[src/rtl/i2s_rx_slave.sv]
// Slave-side I2S receiver: oversamples SCK/WS/SD in clk_i and emits one right-aligned word per slot.
// Define I2S_RX_FIFO_EN for a FIFO_DEPTH-entry output FIFO; otherwise a single holding register.
module i2s_rx_slave #(
  parameter int unsigned FIFO_DEPTH = 4
) (
  input  logic        clk_i,
  input  logic        rst_i,
  input  logic        en_i,
  input  logic [1:0]  fmt_i,
  input  logic [1:0]  chl_i,
  input  logic        pol_i,
  input  logic        sck_i,
  input  logic        ws_i,
  input  logic        sd_i,
  output logic [31:0] data_o,
  output logic        chn_o,
  output logic        valid_o,
  input  logic        ready_i,
  output logic        ovf_o,
  output logic        err_o
);

`ifdef I2S_RX_FIFO_EN
  localparam int unsigned DEPTH = FIFO_DEPTH;
`else
  localparam int unsigned DEPTH = (FIFO_DEPTH > 1) ? 1 : FIFO_DEPTH;
`endif
  localparam int unsigned AW = (DEPTH > 1) ? $clog2(DEPTH) : 1;

  typedef enum logic [2:0] {IDLE, SYNC, SKIP, SHIFT, DONE} state_e;

  logic [2:0]  sck_q;
  logic [1:0]  ws_sync_q, sd_sync_q;
  state_e      state_q, state_d;
  logic [5:0]  bit_cnt_q, bit_cnt_d;
  logic [31:0] sh_q, sh_d;
  logic        chn_q, chn_d;
  logic [1:0]  fmt_q, fmt_d, len_q, len_d;
  logic        pol_q, pol_d;
  logic        ws_prev_q, ws_prev_d, ws_vld_q, ws_vld_d;
  logic        err_q, err_d, ovf_q, ovf_d;

  logic        ws_s, sd_s, strobe, boundary, start, push, is_lsb, is_i2s;
  logic [5:0]  n_bits, cnt_inc;
  logic [31:0] mask, shifted, push_data;

  logic [32:0]   mem_q [DEPTH];
  logic [AW-1:0] wr_ptr_q, wr_ptr_d, rd_ptr_q, rd_ptr_d;
  logic [AW:0]   fill_q, fill_d;
  logic          pop, full, wr;

  always_ff @(posedge clk_i or posedge rst_i) begin
    if (rst_i) begin
      sck_q     <= '0;
      ws_sync_q <= '0;
      sd_sync_q <= '0;
    end else begin
      sck_q     <= {sck_q[1:0], sck_i};
      ws_sync_q <= {ws_sync_q[0], ws_i};
      sd_sync_q <= {sd_sync_q[0], sd_i};
    end
  end

  always_comb begin
    ws_s     = ws_sync_q[1];
    sd_s     = sd_sync_q[1];
    strobe   = pol_q ? (sck_q[2] & ~sck_q[1]) : (~sck_q[2] & sck_q[1]);
    boundary = strobe & ws_vld_q & (ws_s != ws_prev_q);
    n_bits   = {1'b0, len_q, 3'b000} + 6'd8;
    mask     = (len_q == 2'b11) ? '1 : ((32'd1 << n_bits) - 32'd1);
    shifted  = {sh_q[30:0], sd_s};
    cnt_inc  = bit_cnt_q + 6'd1;
    is_lsb   = (fmt_q == 2'b10);
    is_i2s   = (fmt_q[1] == fmt_q[0]);
  end

  // I2S: the strobe that shows the WS change still carries the previous word's LSB,
  // so it closes the old slot and the new MSB is taken on the next strobe (SKIP).
  always_comb begin
    state_d   = state_q;
    bit_cnt_d = bit_cnt_q;
    sh_d      = sh_q;
    chn_d     = chn_q;
    fmt_d     = fmt_q;
    len_d     = len_q;
    pol_d     = pol_q;
    ws_prev_d = strobe ? ws_s : ws_prev_q;
    ws_vld_d  = ws_vld_q | strobe;
    start     = 1'b0;
    push      = 1'b0;
    push_data = '0;
    err_d     = 1'b0;
    if (!en_i) begin
      state_d  = IDLE;
      ws_vld_d = 1'b0;
      pol_d    = pol_i;
    end else begin
      unique case (state_q)
        IDLE: begin
          state_d = SYNC;
          pol_d   = pol_i;
        end
        SYNC: begin
          pol_d = pol_i;
          start = boundary;
        end
        SKIP: begin
          if (boundary) begin
            start = 1'b1;
          end else if (strobe) begin
            sh_d      = {31'b0, sd_s};
            bit_cnt_d = 6'd1;
            state_d   = SHIFT;
          end
        end
        SHIFT: begin
          if (boundary) begin
            start = 1'b1;
            if (is_lsb) begin
              if (bit_cnt_q >= n_bits) begin
                push      = 1'b1;
                push_data = sh_q & mask;
              end else begin
                err_d = 1'b1;
              end
            end else if (is_i2s && (cnt_inc == n_bits)) begin
              push      = 1'b1;
              push_data = shifted;
            end else begin
              err_d = 1'b1;
            end
          end else if (strobe) begin
            sh_d      = shifted;
            bit_cnt_d = (bit_cnt_q == 6'd32) ? bit_cnt_q : cnt_inc;
            if (!is_lsb && (cnt_inc == n_bits)) begin
              push      = 1'b1;
              push_data = shifted;
              state_d   = DONE;
            end
          end
        end
        DONE:    start = boundary;
        default: state_d = IDLE;
      endcase
      if (start) begin
        chn_d = ws_s;
        fmt_d = fmt_i;
        len_d = chl_i;
        pol_d = pol_i;
        if (fmt_i[1] ^ fmt_i[0]) begin
          sh_d      = {31'b0, sd_s};
          bit_cnt_d = 6'd1;
          state_d   = SHIFT;
        end else begin
          sh_d      = '0;
          bit_cnt_d = '0;
          state_d   = SKIP;
        end
      end
    end
  end

  function automatic logic [AW-1:0] ptr_inc(input logic [AW-1:0] p);
    return (p == AW'(DEPTH - 1)) ? '0 : p + 1'b1;
  endfunction

  always_comb begin
    pop      = (fill_q != '0) & ready_i;
    full     = (fill_q == (AW+1)'(DEPTH));
    wr       = push & (!full | pop);
    ovf_d    = push & full & !pop;
    wr_ptr_d = wr ? ptr_inc(wr_ptr_q) : wr_ptr_q;
    rd_ptr_d = pop ? ptr_inc(rd_ptr_q) : rd_ptr_q;
    fill_d   = fill_q;
    if (wr && !pop)      fill_d = fill_q + 1'b1;
    else if (!wr && pop) fill_d = fill_q - 1'b1;
    if (!en_i) begin
      wr_ptr_d = '0;
      rd_ptr_d = '0;
      fill_d   = '0;
    end
  end

  always_ff @(posedge clk_i or posedge rst_i) begin
    if (rst_i) begin
      state_q   <= IDLE;
      bit_cnt_q <= '0;
      sh_q      <= '0;
      chn_q     <= 1'b0;
      fmt_q     <= '0;
      len_q     <= '0;
      pol_q     <= 1'b0;
      ws_prev_q <= 1'b0;
      ws_vld_q  <= 1'b0;
      err_q     <= 1'b0;
      ovf_q     <= 1'b0;
      wr_ptr_q  <= '0;
      rd_ptr_q  <= '0;
      fill_q    <= '0;
      for (int unsigned i = 0; i < DEPTH; i++) mem_q[i] <= '0;
    end else begin
      state_q   <= state_d;
      bit_cnt_q <= bit_cnt_d;
      sh_q      <= sh_d;
      chn_q     <= chn_d;
      fmt_q     <= fmt_d;
      len_q     <= len_d;
      pol_q     <= pol_d;
      ws_prev_q <= ws_prev_d;
      ws_vld_q  <= ws_vld_d;
      err_q     <= err_d;
      ovf_q     <= ovf_d;
      wr_ptr_q  <= wr_ptr_d;
      rd_ptr_q  <= rd_ptr_d;
      fill_q    <= fill_d;
      if (wr) mem_q[wr_ptr_q] <= {chn_q, push_data};
    end
  end

  assign valid_o         = (fill_q != '0);
  assign {chn_o, data_o} = mem_q[rd_ptr_q];
  assign ovf_o           = ovf_q;
  assign err_o           = err_q;

endmodule

[config.mk]
export PLATFORM = sky130hd
export DESIGN_NAME = i2s_rx_slave
export DESIGN_NICKNAME = d
export VERILOG_FILES = /design/src/rtl/i2s_rx_slave.sv
export SDC_FILE = /design/constraint.sdc
export NUM_CORES = 1
export LEC_CHECK = 0
export ABC_AREA = 1
export BUFFER_PORTS_ARGS = -buffer_cell sky130_fd_sc_hd__buf_2
export CELL_PAD_IN_SITES_DETAIL_PLACEMENT = 1
export CELL_PAD_IN_SITES_GLOBAL_PLACEMENT = 1
export CORE_MARGIN = 3
export CORE_UTILIZATION = 40
export DETAILED_ROUTE_END_ITERATION = 8
export PLACE_DENSITY = 0.81
export SYNTH_ARGS = -nofsm -noshare
export SYNTH_HDL_FRONTEND = slang
export SYNTH_SLANG_ARGS = --single-unit
export TNS_END_PERCENT = 100
[constraint.sdc]
create_clock -name clk_i -period 4.83 [get_ports clk_i]
set_clock_uncertainty 0.2 [all_clocks]
set_input_delay 0 -clock clk_i [delete_from_list [all_inputs] [get_ports clk_i]]
set_output_delay 0 -clock clk_i [all_outputs]
set_load 0.05 [all_outputs]
### Word-level counts from Yosys, hierarchy flattened

Index checks and enable logic that the tools add are counted.

* flip-flop bits (word level): 95
* output and inout port bits: 36
* word-level logic and storage cells: 156

* $add $sub $neg: 7
* magnitude comparators: 4
* eq/ne operators: 26
* shifts and indexed selects: 1
* mux-type cells: 67
* bitwise logic cells: 14
* reduce and logical (&&, ||, !) cells: 19

Operator list (number)
* 32-bit 2-to-1 mux: 14
* 33-bit 2-to-1 mux: 2
* 32-bit case mux with 2 select lines: 1
* 6-bit 2-to-1 mux: 6
* 33-bit bitwise mux: 1
* 32-bit bitwise AND: 1
* 1-bit by 6-bit << shifter with 32-bit output, first input constant: 1
* 32-bit by 1-bit subtractor with 32-bit output, second input constant: 1
* 1-bit 2-to-1 mux: 30
* 3-bit 2-to-1 mux: 7
* 4-bit != test, second input constant: 5
* 3-bit != test, second input constant: 5
* 3-bit case mux with 4 select lines: 1
* 6-bit case mux with 2 select lines: 1
* 6-bit AND reduction: 2
* 1-bit bitwise AND: 8
* 7-bit AND reduction: 1
* 5-bit by 4-bit adder with 6-bit output, second input constant: 1
* 6-bit by 1-bit adder with 6-bit output, second input constant: 1
* 3-bit by 2-bit == test with 1-bit output, second input constant: 2
* 6-bit == test: 1
* 6-bit == test, second input constant: 1
* 6-bit greater-or-equal comparator: 1
* 2-bit 2-to-1 mux: 3
* 25 further kinds: 41

### Logic depth before layout (Yosys ltp)

Gate-level depths: netlist of run 1.

* depth in word-level cells: 14
* depth in mapped cells: 15
* depth with buffers taken out: 15

### Least setup slack after synthesis of run 1

Ideal clock, no wire load.

* path kind: reg-to-reg
* from: reg len_q[0]
* to: reg mem_q[14] (netlist name)
* library setup time: 0.065 ns
* data arrival time: 2.244 ns
* required time: 4.565 ns
* setup slack: 2.321 ns
* stages on the path, launching flop included: 15
* clock period less this slack: 2.509 ns
* cells stage by stage: dfrtp_1 inv_1 ha_1 inv_1 ha_1 nand2_1 o211ai_1 nand2_1 nor2_1 nand2_1 o21ai_0 nand3_1 o21ai_0 nand2_1 nand2_1

* word-level cells in the longest chain between the ends: 11

RTL lines
* from (decl): RTL line 38 `logic [1:0] fmt_q, fmt_d, len_q, len_d;`
* from (signal assigned): RTL line 207 `len_q <= len_d;`
* 5-bit by 4-bit adder with 6-bit output: RTL line 69 `n_bits = {1'b0, len_q, 3'b000} + 6'd8;`
* 1-bit by 6-bit << shifter with 32-bit output: RTL line 70 `mask = (len_q == 2'b11) ? '1 : ((32'd1 << n_bits) - 32'd1);`
* 32-bit by 1-bit subtractor with 32-bit output: RTL line 70
* 32-bit 2-to-1 mux: RTL line 70
* 32-bit bitwise AND: RTL line 122 `push_data = sh_q & mask;`
* 32-bit 2-to-1 mux: RTL line 120 `if (bit_cnt_q >= n_bits) begin`
* 32-bit 2-to-1 mux: RTL line 119 `if (is_lsb) begin`
* 32-bit 2-to-1 mux: RTL line 117 `if (boundary) begin`
* 32-bit 2-to-1 mux: RTL line 98 `unique case (state_q)`
* 32-bit 2-to-1 mux: RTL line 93 `if (!en_i) begin`
* 33-bit bitwise mux: RTL line 216 `if (wr) mem_q[wr_ptr_q] <= {chn_q, push_data};`
* to (signal, indexed assignment): RTL line 216
* to (decl): RTL line 47 `logic [32:0] mem_q [DEPTH];`

Parallel ways exist; a longest one is shown, timed or not.
A chain may end at the register's enable or synchronous reset.

### Worst setup path in the final report of run 1

* from: reg sck_q[1]
* to: reg sh_q[22]

* word-level cells in the longest chain between the ends: 10

RTL lines
* from (decl): RTL line 32 `logic [2:0] sck_q;`
* from (signal assigned): RTL line 58 `sck_q <= {sck_q[1:0], sck_i};`
* 1-bit inverter: RTL line 67 `strobe = pol_q ? (sck_q[2] & ~sck_q[1]) : (~sck_q[2] & sck_q[1]);`
* 1-bit bitwise AND: RTL line 67
* 1-bit 2-to-1 mux (*): RTL line 67
* 1-bit bitwise AND (2 in series): RTL line 68 `boundary = strobe & ws_vld_q & (ws_s != ws_prev_q);`
* 1-bit 2-to-1 mux: RTL line 108, 117
* 1-bit case mux with 2 select lines: RTL line 98
* 1-bit 2-to-1 mux: RTL line 93
* 3-bit != test (no line) / 3-bit nonzero test (equally long branches)
* 6-bit AND reduction (no line)
* to (signal assigned): RTL line 188 `sh_q <= '0;`
* to (signal assigned): RTL line 204 `sh_q <= sh_d;`
* to (decl): RTL line 36 `logic [31:0] sh_q, sh_d;`

Every way passes the cells marked *; elsewhere a longest branch is shown, timed or not. The select of a mux whose other input is x is not followed.

==> summary.md, run 1 <==
| Metric | Value |
|---|---|
| Status | complete, no violations |
| Fin crit share | 72.5% |
| TNS Setup | 0 ns |
| First-pass GRT wire length | 23,200 um |
| Hold buffer count at CTS | 13 |
| Leakage | 0.00265 uW |
| # setup viols final | 0 |
| Total gr overflow | 0 |
| DR iter-0 viols | 186 |
| Worst skew pair latency | 0.35 ns |
| Drt first pass iters | 4 |
| Vias in the first global route | 4,631 |
| Overall routed net length | 13,600 um |
| DR WL/cell | 17.2 um |
| Worst Path Required | 4.85 ns |
| Slowest stage delay, CP | 0.75 ns |
| Fin util | 47.9% |
| Synth area leaders | dfrtp_1 (48%), nand2_1 (11%), o21ai_0 (6.8%), nand3_1 (6.0%), inv_1 (4.8%) |
| Cell taking the most area after synthesis | dfrtp_1 |
| Layout overhead on the synthesized area | 15.1% |
| Setup crit end kind | flop |
| Final hold viol count | 0 |
| Clock input transition at the sequential cells of the worst setup and hold paths | 0.07 ns |
| Min Tclk post-route | 3.50 ns |
| H-tree depth | 3 |
| Crit Path Max Fanout | 23 |
| Fill cells | 1,425 |
| RSZ-0062 raised after global routing | false |
| Final RePlAce weighted congestion | 0.851 |
| Slowest CP cell | clkinv_1 |
| Initial Util | 41.6% |
| Crit Path Class | reg2reg |
| Place WS | 1.34 ns |
| Hold Path Class | in2reg |
| Power Density | 410 nW/um^2 |
| Post-synth ARST share | 100% |
| DP HPWL | 9160 um |
| Multi-input logic area | 2130 um^2 |
| Ys Warns | 0 |
| Max VDD drop | 0.223 mV |
| Top cell type's share of synthesized area | 47.9% |
| Die area | 13,500 um^2 |
| Final ANT Viol Nets | 0 |
| Total track usage | 21.9% |
| Slew Viols, Final | 0 |
| Clock Tree Buf Depth | 2 |
| DRC viols | 0 |
| Slew margin rel. | 30.9% |
| Worst path cell trace | inv_1 > nor2_1 > nand2_1 > nand2_2 > nand2_1 > nor2_4 > nand2_1 > nand2_1 > nand3_1 > clkinv_1 > buf_4 > nand3_1 > o21ai_0 |
| Cells after Synth | 599 |
| Vias | 4,370 |
| Type of origin of the critical path | flop |
| Tightest Pin Transition | 1.04 ns |
| Worst hold slack | 0.0941 ns |
| Max-cap violation count | 0 |
| CTS Buf Count | 9 |
| EDFF count, synth | 0 |
| Syn Std Cell Area | 4850 um^2 |
| Register area | 2330 um^2 |
| Top FF cell, synth | dfrtp_1 |
| CORE AREA | 11,700 um^2 |
| IO Count | 48 |
| Register area share after synthesis | 47.9% |
| Chip Width | 116 um |
| Worst EP arrival | 3.52 ns |
| Post-route setup slack | 1.33 ns |
| Number of synthesized register bits | 93 |
| F_max | 0.286 GHz |
| Row cnt | 39 |
| Nets | 672 |
| Chip Height | 116 um |
| Mean number of vias per cell | 5.50 |
| Setup bufs post-CTS | 0 |
| Largest net degree at the start of global routing | 58 |
| # port buffers | 47 |
| Critical Path Most Common Cell | nand2_1 |
| CTS-repair resized insts | 0 |
| Mean Syn Cell Area | 8.10 um^2 |
| Share of cells above drive strength 1 | 13.5% |
| Post-synth net total | 624 |
| Initial antenna violation count | 0 |
| CTS root buf | clkbuf_16 |
| Synth unique cells | 37 |
| CTS tree | built |
| CTS Sinks | 93 |
| Tot Pwr | 2290 uW |
| Antenna Diode Count | 0 |
## cell usage after synthesis, types with 3 or more instances
cell	instances
buf_6	4
o21ai_2	8
nand4_1	5
buf_2	6
a21oi_1	32
nor2_1	30
o21ai_0	66
nor3_1	5
nand3_1	58
o211ai_1	9
o311ai_0	5
nand2_1	147
a22oi_1	4
clkbuf_1	14
ha_1	13
dfrtp_1	93
o31ai_1	5
buf_4	3
inv_1	62
o21ai_1	8
## power breakdown
part           leakage (uW)  total, uW  switching, uW  internal [uW]
clock              0.000150        757            306            451
combinational       0.00125        585            417            168
sequential          0.00125        948           84.4            863
## critical path: cells and delay by family, from the launching register on
family / cells / cell delay, ns
AOI/OAI and AO/OA: 1 / 0.10
and+or+nand+nor: 9 / 1.40
DFF: 1 / 0.38
buffers and inverters: 3 / 1.26
## cell usage in the layout, fill, tap and decap left out, drive strengths merged, types with 2 or more instances in the layout
cell type and n:
a21oi 32, a22oi 4, buf 51, bufinv 2
clkbuf 11, clkinv 5, dfrtp 93, dlygate4sd3 13
ha 13, inv 63, nand2 149, nand3 61
nand4 6, nor2 34, nor3 5, o211ai 9
o21ai 82, o22ai 2, o311ai 5, o31ai 5
## routing by layer
metal	global-route usage, %	share of wire (%)
met4	6.19	1.4
met5	0	0
met3	4.46	2.5
met1	28.3	47
met2	37.6	50
## worst paths after layout
| check | start | to | slack, ns | depth (start not counted) |
|---|---|---|---|---|
| min | sck_i | sck_q[0] | 0.09 | 2 |
| max | sck_q[1] | sh_q[22] | 1.33 | 13 |
| max in group asynchronous | rst_i | sh_q[14] | 3.11 | 4 |
| max reg2reg | sck_q[1] | sh_q[22] | 1.33 | 13 |
| min in group asynchronous | rst_i | mem_q[26] | 0.21 | 3 |
| min reg2reg | sck_q[0] | sck_q[1] | 0.15 | 0 |
## logic make-up (layout without fill, tap and decap cells)
kind of cell	count (synthesis)	count (layout)	share of synthesized area [%]
compound gates	141	141	16.6
xor+xnor	2	2	0.361
fa+ha+maj	13	13	3.35
buf+inv	93	145	8.25
flops	93	93	47.9
mux	1	1	0.232
simple gates	256	256	23.2
## final cells by class
type	instances	area share (%)
Tap cell	143	3.20
Inverter	66	4.50
Clock buffer	11	4.16
Multi-Input combinational cell	413	38.1
Sequential cell	93	41.6
Timing Repair Buffer	64	7.07
Clock inverter	4	1.32
## state kept, by name (all words and copies together) (netlist names)
signal	flops
mem_q	33
sh_q	32
bit_cnt_q	6
sck_q	3
state_q	3
fill_q	2
fmt_q	2
len_q	2
sd_sync_q	2
ws_sync_q	2
chn_q	1
err_o	1
ovf_o	1
pol_q	1
ws_prev_q	1
ws_vld_q	1
## through the flow
step,std cells,cell area (um^2)
CTS,794,5590
global route,794,5590
global placement,766,5150
floorplan,599,4850
finish,794,5590
detailed placement,766,5150
Power figures use the tool's default switching activity.
==> run 2, diff against run 1 <==
Settings changed: ABC_AREA 1 to 0, PLACE_DENSITY 0.81 to 0.78.
Clock period 4.83 ns to 3.4 ns, I/O delays scaled along.
==> run 2 against run 1 <==
  * Worst hold slack got worse by 0.0080 ns
  * Die area decreased by 3.7%
  * Wire length down 9.7%
  * Count of clock-buffer cells in the layout decreased by 1
  * Power increased by 12%
  * Global-route usage down 1.8 points
  * Maximum frequency is 12% higher
  * Register-to-register slack worse by 1.0 ns
  * Sequential share of layout area grew 0.53 points
  * First-iteration DRC count decreased by 3.2%
  * Final cell count shrank 17%
  * Synthesized area shrank 3.9%
  * Critical path type unchanged
  * Largest power group unchanged
==> summary.md, run 2 <==
| Metric | Value |
|---|---|
| Status | complete, no violations |
| Worst skew pair latency | 0.35 ns |
| Setup slack, reg-to-reg | 0.28 ns |
| Cell-internal power | 1870 uW |
| Drt first pass iters | 4 |
| Overall routed net length | 12,300 um |
| Final non-filler cell total | 656 |
| DR WL/cell | 18.8 um |
| Type of origin of the critical path | flop |
| Ys Warns | 0 |
| DR iter-0 viols | 180 |
| Setup crit end kind | flop |
| Setup bufs post-CTS | 0 |
| Combinational share of power | 12.0% |
| First-pass GRT wire length | 20,400 um |
| Max-cap violation count | 0 |
| F_max | 0.320 GHz |
| DP HPWL | 8580 um |
| Worst r2r path cells | 11 |
| Worst EP arrival | 3.16 ns |
| Die area | 13,000 um^2 |
| Min Tclk post-route | 3.12 ns |
| CP top delay family | adder cells |
| CTS-repair resized insts | 0 |
| Leakage | 0.00278 uW |
| Slew Viols, Final | 0 |
| Worst Path Buf+Inv | 3 |
| Mean number of vias per cell | 5.65 |
| Cell taking the most area after synthesis | dfrtp_1 |
| TNS Setup | 0 ns |
| Layout overhead on the synthesized area | 18.3% |
| Share of cells above drive strength 1 | 24.2% |
| Crit Path Max Fanout | 24 |
| Slew margin rel. | 41.7% |
| CTS Sinks | 93 |
| Cell with the most instances after synthesis | dfrtp_1 |
| Commonest non-fill, non-tap cell in the layout | dfrtp_1 |
| CP Launch Point | len_q[0] |
| Largest regs | mem_q: 33 flops, sh_q: 32 flops, bit_cnt_q: 6 flops |
| EDFF count, synth | 0 |
| Clock share of power | 41.1% |
| CTS root buf | clkbuf_16 |
| DRC viols | 0 |
| Hold Path Class | in2reg |
| Syn Std Cell Area | 4670 um^2 |
| Crit Path Class | reg2reg |
| Capturing point of the worst reg2reg path | mem_q[19] |
| Post-synth ARST share | 100% |
| Clock input transition at the sequential cells of the worst setup and hold paths | 0.07 ns |
| H-tree depth | 3 |
| Synth area leaders | dfrtp_1 (50%), nand2_1 (6.1%), mux2_2 (5.1%), nand3_1 (3.5%), ha_1 (3.5%) |
| Synth unique cells | 59 |
| Slowest stage delay, CP | 0.42 ns |
| Vias in the first global route | 3,897 |
| Max VDD drop | 0.255 mV |
| Crit path depth | 11 |
| Chip Width | 114 um |
| Commonest cells in the netlist | dfrtp_1 (93), nand2_1 (76), nand3_1 (33) |
| Initial antenna violation count | 0 |
| Most frequent cells in the layout | dfrtp_1 (93), nand2_1 (76), buf_2 (47), nand3_1 (33), mux2_2 (21) |
| Total gr overflow | 0 |
| Top cell type's share of synthesized area | 49.9% |
| Fin crit share | 91.8% |
| CORE AREA | 11,100 um^2 |
| Largest register FFs | 33 |
| Chip Height | 114 um |
| Worst Path Required | 3.44 ns |
| Row cnt | 38 |
| CTS tree | built |
| Seq pwr share | 46.8% |
| Final ANT Viol Nets | 0 |
| Vias | 3,709 |
| Number of synthesized register bits | 93 |
| Final RePlAce weighted congestion | 0.871 |
| Nets | 536 |
| Worst path cell trace | inv_1 > ha_1 > inv_1 > ha_1 > o21ai_0 > a32o_1 > nor2_1 > a21oi_2 > nor3b_4 > buf_12 > mux2_1 |
| Register area share after synthesis | 49.9% |
| Post-route setup slack | 0.280 ns |
| Initial Util | 41.9% |
| Total track usage | 20.1% |
| Cells after Synth | 448 |
| Largest Register | mem_q |
| End of the critical path | mem_q[19] |
| Clock Tree Buf Depth | 2 |
| Fin util | 49.6% |
| Post-synth net total | 473 |
| Sw Share | 26.7% |
| NetSw | 681 uW |
| RR Startpoint | len_q[0] |
| CTS Buf Count | 9 |
| Mean Syn Cell Area | 10.4 um^2 |
| # port buffers | 47 |
| Tightest Pin Transition | 0.870 ns |
| Top FF cell, synth | dfrtp_1 |
| Inst Count DP | 625 |
| Final hold viol count | 0 |
| Place WS | 0.282 ns |
| Largest net degree at the start of global routing | 46 |
| Slowest CP cell | dfrtp_1 |
| Power Density | 463 nW/um^2 |
| RSZ-0062 raised after global routing | false |
| IO Count | 48 |
| Antenna Diode Count | 0 |
| Hold buffer count at CTS | 15 |
| # setup viols final | 0 |
## run 2: cell count changes after synthesis, moves of 11 or more
cell | previous run | this run
mux2_1 | 0 | 13
a21oi_1 | 32 | 10
a22o_2 | 0 | 11
inv_1 | 62 | 21
nor2_1 | 30 | 19
nand2_1 | 147 | 76
o21ai_0 | 66 | 20
mux2_2 | 1 | 21
nand3_1 | 58 | 33
## run 2: area by class of cell
class / count / area [um^2]
fillers: 1242 / 5610
inverters: 21 / 80.1
well taps: 140 / 175
clock buffers: 10 / 239
clock inverters: 6 / 70.1
flip-flops and latches: 93 / 2330
multi-input cells: 311 / 2130
repair buffers: 75 / 495
## run 2: cells by family (layout without fill, tap and decap cells)
| group | after synthesis | in the layout | share of synthesized area, % |
|---|---|---|---|
| AO/OA/AOI/OAI | 90 | 90 | 14.2 |
| XOR/XNOR | 7 | 7 | 1.80 |
| adder cells (fa/ha/maj) | 13 | 13 | 3.49 |
| buffers and inverters | 44 | 112 | 4.50 |
| flip-flops | 93 | 93 | 49.9 |
| multiplexers | 41 | 41 | 10.2 |
| AND/OR/NAND/NOR | 160 | 160 | 15.9 |
## run 2: per-layer routing
metal | vias up | wire length [um] | global-route usage (%)
met4 | 0 | 218 | 7.52
met2 | 87 | 6070 | 33.0
met5 | - | 0 | 0
li1 | 1718 | - | -
met1 | 1888 | 5460 | 26.7
met3 | 16 | 574 | 3.34
## run 2: worst min path at each step
stage,slack [ns],start,end,cells after the start
floorplan,-0.17,sck_i,sck_q[0],0
global placement,-0.28,rst_i,mem_q[2],2
detailed placement,-0.28,rst_i,mem_q[5],2
CTS,0.08,sd_i,sd_sync_q[0],2
global route,0.10,ws_i,ws_sync_q[0],2
finish,0.09,sd_i,sd_sync_q[0],2
## run 2: power by group through the flow
stage	sequential (uW)	clock [uW]	combinational (uW)
floorplan	1200	0	225
global placement	1210	0	278
detailed placement	1220	0	296
CTS	1190	1070	310
global route	1200	1120	341
finish	1200	1050	307
## run 2: per-stage QoR
step	cell area [um^2]	hold slack [ns]	total power, uW
2_1_floorplan	4670	-0.169	1420
3_3_place_gp	5060	-0.281	1490
3_5_place_dp	5060	-0.278	1510
4_1_cts	5520	0.0774	2570
5_1_grt	5520	0.102	2660
6_report	5520	0.0862	2550
